[src/rtl/inst_fetch_unit_if.sv]
`default_nettype none
// ============================================================================
// Module   : inst_fetch_unit_if
// Brief    : Instruction-memory read bus between the fetch unit and imem.
// Revision : 1.0 - initial release
// ============================================================================
interface inst_fetch_unit_if #(
    parameter int PC_WIDTH   = 32,
    parameter int INST_WIDTH = 32
);
    logic [PC_WIDTH-1:0]   imem_addr;
    logic                  imem_stall;
    logic [INST_WIDTH-1:0] imem_rdata;

    modport master (
        output imem_addr,
        output imem_stall,
        input  imem_rdata
    );

    modport slave (
        input  imem_addr,
        input  imem_stall,
        output imem_rdata
    );
endinterface
`default_nettype wire

[src/rtl/inst_fetch_unit.sv]
`default_nettype none
// ============================================================================
// Module   : inst_fetch_unit
// Brief    : Program counter, imem fetch address and IF/ID register with
//            bubble insertion on boot, redirect and misaligned-target fault.
// Revision : 1.0 - initial release
// ============================================================================
module inst_fetch_unit #(
    parameter int                   PC_WIDTH     = 32,
    parameter int                   INST_WIDTH   = 32,
    parameter logic [PC_WIDTH-1:0]  RESET_VECTOR = 32'h00000000,
    parameter logic [INST_WIDTH-1:0] NOP_INST    = 32'h00000033
) (
    input  logic                  clk,
    input  logic                  rst,
    input  logic                  stall,
    input  logic                  redirect_valid,
    input  logic [PC_WIDTH-1:0]   redirect_pc,
    inst_fetch_unit_if.master     imem,
    output logic [PC_WIDTH-1:0]   if_pc,
    output logic [INST_WIDTH-1:0] if_inst,
    output logic                  if_valid,
    output logic                  fault,
    output logic [PC_WIDTH-1:0]   fault_pc
);

    localparam logic [1:0] c_ST_BOOT  = 2'd0;
    localparam logic [1:0] c_ST_RUN   = 2'd1;
    localparam logic [1:0] c_ST_FAULT = 2'd2;

    localparam logic [PC_WIDTH-1:0] c_PC_STEP = PC_WIDTH'(4);

    logic [1:0]          r_state;
    logic [PC_WIDTH-1:0] r_pc;
    logic                w_misaligned;

    assign w_misaligned = (redirect_pc[1:0] != 2'b00);

    // Address comes straight from the PC register, so it only changes on posedge.
    assign imem.imem_addr  = r_pc;
    assign imem.imem_stall = (r_state == c_ST_RUN)   ? stall :
                             (r_state == c_ST_FAULT);

    always_ff @(posedge clk or negedge rst) begin
        if (!rst) begin
            r_state  <= c_ST_BOOT;
            r_pc     <= RESET_VECTOR;
            if_pc    <= '0;
            if_inst  <= NOP_INST;
            if_valid <= 1'b0;
            fault    <= 1'b0;
            fault_pc <= '0;
        end else begin
            case (r_state)
                c_ST_BOOT: begin
                    // Memory output is meaningless for the first cycle after reset.
                    if_inst  <= NOP_INST;
                    if_valid <= 1'b0;
                    r_state  <= c_ST_RUN;
                end
                c_ST_RUN: begin
                    if (redirect_valid) begin
                        if_inst  <= NOP_INST;
                        if_valid <= 1'b0;
                        if (w_misaligned) begin
                            r_state  <= c_ST_FAULT;
                            fault    <= 1'b1;
                            fault_pc <= redirect_pc;
                        end else begin
                            r_pc  <= redirect_pc;
                            if_pc <= redirect_pc;
                        end
                    end else if (!stall) begin
                        if_inst  <= imem.imem_rdata;
                        if_pc    <= r_pc;
                        if_valid <= 1'b1;
                        r_pc     <= r_pc + c_PC_STEP;
                    end
                end
                c_ST_FAULT: begin
                    // Sticky until reset: stall and redirect are ignored here.
                    if_inst  <= NOP_INST;
                    if_valid <= 1'b0;
                end
                default: begin
                    r_state  <= c_ST_FAULT;
                    fault    <= 1'b1;
                    if_inst  <= NOP_INST;
                    if_valid <= 1'b0;
                end
            endcase
        end
    end

endmodule
`default_nettype wire

[src/flat_wrapper.sv]
// flat-port wrapper written by rule: the top's interface ports become plain ports
module inst_fetch_unit_flat 
#(
    parameter int                   PC_WIDTH     = 32,
    parameter int                   INST_WIDTH   = 32,
    parameter logic [PC_WIDTH-1:0]  RESET_VECTOR = 32'h00000000,
    parameter logic [INST_WIDTH-1:0] NOP_INST    = 32'h00000033
)
  (clk, rst, stall, redirect_valid, redirect_pc, if_pc, if_inst, if_valid, fault, fault_pc, imem_imem_addr, imem_imem_stall, imem_imem_rdata);
  inst_fetch_unit_if #(.PC_WIDTH(PC_WIDTH), .INST_WIDTH(INST_WIDTH)) imem_i ();
  input  logic clk;
  input  logic rst;
  input  logic stall;
  input  logic redirect_valid;
  input  logic [PC_WIDTH-1:0] redirect_pc;
  output logic [PC_WIDTH-1:0] if_pc;
  output logic [INST_WIDTH-1:0] if_inst;
  output logic if_valid;
  output logic fault;
  output logic [PC_WIDTH-1:0] fault_pc;
  output wire logic [$bits(imem_i.imem_addr)-1:0] imem_imem_addr;
  output wire logic [$bits(imem_i.imem_stall)-1:0] imem_imem_stall;
  input wire logic [$bits(imem_i.imem_rdata)-1:0] imem_imem_rdata;
  assign imem_imem_addr = imem_i.imem_addr;
  assign imem_imem_stall = imem_i.imem_stall;
  assign imem_i.imem_rdata = imem_imem_rdata;
  inst_fetch_unit #(.PC_WIDTH(PC_WIDTH), .INST_WIDTH(INST_WIDTH), .RESET_VECTOR(RESET_VECTOR), .NOP_INST(NOP_INST)) u_core (.clk(clk), .rst(rst), .stall(stall), .redirect_valid(redirect_valid), .redirect_pc(redirect_pc), .imem(imem_i), .if_pc(if_pc), .if_inst(if_inst), .if_valid(if_valid), .fault(fault), .fault_pc(fault_pc));
endmodule
[config.mk]
export PLATFORM = sky130hd
export DESIGN_NAME = inst_fetch_unit_flat
export DESIGN_NICKNAME = d
export VERILOG_FILES = /design/src/rtl/inst_fetch_unit_if.sv /design/src/rtl/inst_fetch_unit.sv /design/src/flat_wrapper.sv
export SDC_FILE = /design/constraint.sdc
export NUM_CORES = 1
export LEC_CHECK = 0
export CAP_MARGIN = 20
export CORE_UTILIZATION = 30
export CTS_BUF_LIST = sky130_fd_sc_hd__clkbuf_4
export DETAILED_ROUTE_END_ITERATION = 12
export PLACE_DENSITY = 0.6
export REMOVE_ABC_BUFFERS = 1
export SLEW_MARGIN = 20
export SYNTH_ARGS = -nofsm -noshare
export SYNTH_HDL_FRONTEND = slang
export SYNTH_SLANG_ARGS = --single-unit
[constraint.sdc]
create_clock -name clk -period 1.87 [get_ports clk]
set_input_delay 0.187 -clock clk [delete_from_list [all_inputs] [get_ports clk]]
set_output_delay 0.187 -clock clk [all_outputs]
set_load 0.05 [all_outputs]
Word level (Yosys, flattened, before mapping)
Index checks and enable logic that the tools add are counted.
{"block": "word_totals", "elab_cells": 42, "register_bits": 132, "inputBits": 68}
{"block": "op_classes", "eq_ne": 7, "n_mux": 18, "bitwise": 2, "reduce_logical": 7, "n_addsub": 1}
{"cell": "32-bit two-way mux", "n": 8}
{"cell": "32-bit by 3-bit adder with 32-bit output, second input constant", "n": 1}
{"cell": "3-bit AND reduction", "n": 4}
{"cell": "1-bit two-way mux", "n": 6}
{"cell": "2-bit one-hot mux with 3 select lines", "n": 1}
{"cell": "2-bit two-way mux", "n": 2}
{"cell": "2-bit by 1-bit inequality test with 1-bit output, second input constant", "n": 2}
{"cell": "2-bit inequality test, second input constant", "n": 2}
{"cell": "3-bit inequality test, second input constant", "n": 1}
{"cell": "2-bit by 1-bit equality test with 1-bit output, second input constant", "n": 1}
{"cell": "2-bit equality test, second input constant", "n": 1}
{"cell": "2-bit zero test", "n": 1}
{"cell": "1-bit inverter", "n": 2}
{"cell": "1-bit one-hot mux with 2 select lines", "n": 1}
{"cell": "2-bit nonzero test", "n": 1}
{"cell": "2-bit OR reduction", "n": 1}

Longest topological paths before layout
{"block": "logic_depth", "depth_word": 4, "depth_mapped": 8, "depth_no_buf": 6}

Worst setup path after synthesis
Ideal clock, no wire load.
{"block": "synth_timing", "path_type": "reg2reg", "startpoint": "register u_core.r_pc[22], in the netlist u_core.imem.imem_addr[22]", "endpoint": "register u_core.r_pc[31], in the netlist u_core.imem.imem_addr[31]", "path_slack_ps": -348, "stages_incl_launch_ff": 6, "setup_ps": 69, "t_arrival_ps": 2149, "cell_sequence": "dfrtp_1 > nand3_2 > or3_1 > or3_1 > or4_1 > nand3_1"}
{"block": "synth_via", "elab_chain_cells": 3}
{"element": "from (decl)", "line_no": "inst_fetch_unit.sv:34", "text": "logic [PC_WIDTH-1:0] r_pc;"}
{"element": "from (signal assigned)", "line_no": "inst_fetch_unit.sv:70", "text": "r_pc <= redirect_pc;"}
{"element": "from (signal assigned)", "line_no": "inst_fetch_unit.sv:77", "text": "r_pc <= r_pc + c_PC_STEP;"}
{"element": "32-bit by 3-bit adder with 32-bit output", "line_no": "inst_fetch_unit.sv:77"}
{"element": "32-bit two-way mux", "line_no": "inst_fetch_unit.sv:73", "text": "end else if (!stall) begin"}
{"element": "32-bit two-way mux", "line_no": "inst_fetch_unit.sv:62", "text": "if (redirect_valid) begin"}
Every way passes these cells. The select of a mux whose other input is x is not followed.
A chain may end at the register's enable or synchronous reset.

Final worst setup path
{"block": "layout_timing", "startpoint": "register u_core.r_pc[17], in the netlist u_core.imem.imem_addr[17]", "endpoint": "register u_core.r_pc[31], in the netlist u_core.imem.imem_addr[31]"}
Same word-level chain as after synthesis.

==> impl_metrics.csv <==
group,metric,value,unit
global_routing,grt_overflow,0,
power_and_ir_drop,switching_power,1.418,mW
synthesis,synthSimpleGateAreaFrac,16.52,%
timing,setup_violations,0,
cells_and_area,drive_above_1_share,21.73,%
synthesis,synth_warnings,0,
synthesis,synth_compound_gate_area_share,11.78,%
timing,fin_skew,27.38,ps
power_and_ir_drop,p_leak,4.610,nW
outcome,outcome,"complete, no violations",
synthesis,synth_top_family_by_area,"simple AND/OR/NAND/NOR gates",
route,vias_per_cell,4.888,
synthesis,synth-seq-cells,132,
cells_and_area,antenna_cells,0,
route,met2_length,8.631,mm
critical_path,critPathTopFamily,"simple AND/OR/NAND/NOR gates",
power_and_ir_drop,p_int,4.170,mW
cells_and_area,layout.cells.most_common,"dfrtp_1",
power_and_ir_drop,cellPowerDensity,612.2,nW/um^2
synthesis,yosysSeqAreaShare,53.98,%
floorplanning,core-area,19720,um^2
timing,rsz0062_at_grt,"true",
route,drtIter0Drc,251,
route,vias,5523,
cts,insertion_delay,570,ps
floorplanning,core.rowCount,51,
global_routing,grt_pass1_wl,30.51,mm
route,route.top_layer_used,"met4",
synthesis,synth.avg_cell_area,10.18,um^2
critical_path,crit_slowest_cell,"or4_1",
timing,clock.fmax,0.5387,GHz
critical_path,crit_type,"reg -> reg",
hold_path,hp-class,"in -> async",
synthesis,netlist_instances,602,
floorplanning,initial_core_util,31.08,%
timing,worst_slew_pin_slew,644.7,ps
synthesis,async_flop_share,100.0,%
route,postRouteAntennaNets,0,
synthesis,synth_top_flop_cell,"dfrtp_1",
power_and_ir_drop,pwr-share-comb,7.8,%
synthesis,muxShareOfSynthArea,14.17,%
cells_and_area,design.final.nets,921,
floorplanning,die_area,21000,um^2
cts,clockBufferDepth,2,
route,drt_pass1_iterations,6,
timing,slew_headroom,57.02,%
place,io_buffers,198,
critical_path,worstPathArrival,2380,ps
route,drc,0,
power_and_ir_drop,power_frac_seq,51.1,%
critical_path,slowest_delay,400,ps
global_routing,grt_max_degree,49,
timing,maxSlewViolCount,0,
route,routedWlPerCell,16.74,um
timing,fin_crit,1856,ps
global_routing,grt_usage,18.51,%
critical_path,endpoint_kind,"register",
timing,hold_violations,0,
synthesis,synth_fa_ha_area_share,0.2042,%
power_and_ir_drop,swShare,25.37,%
floorplanning,die_w,144.9,um
cts,cts_buffers,17,
cts,numClockSinks,132,
route,met3_length,1.333,mm
synthesis,synth_enable_flop_cells,0,
cts,cts_tree,"done",
cts,path_clk_slew,140,ps
floorplanning,die_h,144.9,um
power_and_ir_drop,power,5.587,mW
job,max-cap-violations,0,
critical_path,crit_chain,"or2b_1 -> or3_4 -> or3_1 -> or4_1 -> nand3_1",
timing,final.period_utilization,99.27,%
power_and_ir_drop,power_frac_clock,41.0,%
critical_path,start_kind,"register",
place,place_inst,1095,
route,wirelength,18.92,mm
place,dpl.hpwl,13.67,mm
global_routing,antenna_found_initial,0,
cells_and_area,fin_cells,1130,
synthesis,netlist_area,6128,um^2
cts,htreeDepth,4,
place,gp_congestion,0.7880,
critical_path,required,2390,ps
route,wl_met1,8.615,mm
cells_and_area,final_util,46.28,%
cells_and_area,mostFrequentLayoutCells,"127 x dfrtp_1, 97 x dlygate4sd2_1, 93 x buf_4",
power_and_ir_drop,ir_drop,0.4301,mV
global_routing,grt_pass1_vias,5418,
synthesis,synth-xor-area-share,0,%
synthesis,synth.distinct_cells,50,
cts,cts_root_buf,"clkbuf_4",
critical_path,cp_max_fo,2,
critical_path,crit_buf_inv,0,
cells_and_area,areaGrowthSynthToFinish,48.92,%
floorplanning,pin_count,199,
## through the flow
step	worst slack [ps]	setup TNS (ps)	cell area, um^2	hold slack (ps)
4_1_cts	-49.83	-49.83	9115	55.94
6_report	13.68	0	9126	81.61
5_1_grt	-57.50	-63.07	9126	80.62
3_5_place_dp	-300.0	-4447	8864	134.3
2_1_floorplan	-1515	-81130	5964	-108.6
3_3_place_gp	-297.1	-4577	8864	135.8
## routing by layer
| layer | track usage [%] | vias up |
|---|---|---|
| li1 | - | 2657 |
| met4 | 6.011 | 0 |
| met3 | 5.660 | 20 |
| met2 | 28.85 | 176 |
| met1 | 24.35 | 2670 |
| met5 | 0 | - |
## worst reg2reg max path, stage by stage (launching register included)
cell,delay (ps)
dfrtp_1,370
or2b_1,250
or3_4,390
or3_1,320
or4_1,400
nand3_1,90
## cells in the mapped netlist (all sizes together) (2+ instances only)
| cell | n | area [um^2] |
|---|---|---|
| dfrtp | 128 | 3203 |
| nand2 | 66 | 247.7 |
| nor2 | 57 | 216.5 |
| o21ai | 55 | 275.3 |
| mux2i | 53 | 530.5 |
| a21oi | 30 | 150.1 |
| mux2 | 30 | 337.8 |
| clkbuf | 29 | 108.9 |
| nand3 | 27 | 140.1 |
| buf | 13 | 55.05 |
| inv | 11 | 41.29 |
| nand4 | 10 | 77.57 |
| a31oi | 9 | 56.30 |
| nor3 | 9 | 45.04 |
| and3 | 8 | 50.05 |
| nor4 | 8 | 65.06 |
| or3 | 8 | 50.05 |
| nor2b | 5 | 31.28 |
| dfstp | 4 | 105.1 |
| a311oi | 3 | 26.28 |
| o211ai | 3 | 22.52 |
| o22ai | 3 | 18.77 |
| or4 | 3 | 22.52 |
| a211oi | 2 | 15.01 |
| a22oi | 2 | 15.01 |
| a41o | 2 | 20.02 |
| nand2b | 2 | 12.51 |
| nor3b | 2 | 15.01 |
| nor4b | 2 | 17.52 |
| o2bb2ai | 2 | 17.52 |
| o31a | 2 | 18.77 |
| o41ai | 2 | 17.52 |
## cells by family (layout without fill, tap and decap cells)
group / Yosys count / count (layout)
and+or+nand+nor: 210 / 210
AOI/OAI and AO/OA: 123 / 123
muxes: 83 / 83
buffers and inverters: 53 / 316
adders and majority gates: 1 / 1
DFF: 132 / 132
## power groups by stage
stage	logic [mW]	clock network, mW	registers, mW
floorplan	0.0939	0	2.92
CTS	0.446	2.36	2.86
finish	0.436	2.29	2.86
global route	0.480	2.46	2.86
detailed placement	0.442	0	2.91
global placement	0.443	0	2.91
## flip-flops by register name, summed over array words and instances, names as in the netlist
| signal | flops |
|---|---|
| u_core.fault | 1 |
| u_core.fault_pc | 32 |
| u_core.if_inst | 32 |
| u_core.if_pc | 32 |
| u_core.if_valid | 1 |
| u_core.imem.imem_addr | 32 |
| u_core.r_state | 2 |
## final cells by class
| cell class | instances | area, um^2 |
|---|---|---|
| timing repair buffer | 273 | 2451 |
| clock buffer | 18 | 135.1 |
| multi-input combinational | 417 | 2656 |
| sequential | 132 | 3309 |
| fill | 1928 | 10590 |
| tap | 265 | 331.6 |
| clock inverter | 14 | 201.4 |
| inverter | 11 | 41.29 |
## timing repair
| item | 4_1_cts | 5_1_grt |
|---|---|---|
| hold buffers | 1 | 0 |
| buffers inserted | 1 | 1 |
| pin swaps | 1 | 0 |
| endpoints found under the setup margin | 108 | 8 |
| resized for setup | 115 | 7 |
| endpoints found under the hold margin | 128 | 0 |
## worst paths after layout
path	to	depth (start not counted)	startpoint	slack [ps]
setup / recovery	u_core.imem.imem_addr[31]	5	u_core.imem.imem_addr[17]	10
max in group asynchronous	u_core.if_inst[0]	3	rst	1140
setup reg to reg	u_core.imem.imem_addr[31]	5	u_core.imem.imem_addr[17]	10
hold reg to reg	u_core.if_pc[21]	2	u_core.if_pc[21]	490
hold / removal	u_core.if_pc[31]	2	rst	80
min in group clk	u_core.if_pc[17]	5	redirect_valid	130
Power figures use the tool's default switching activity.
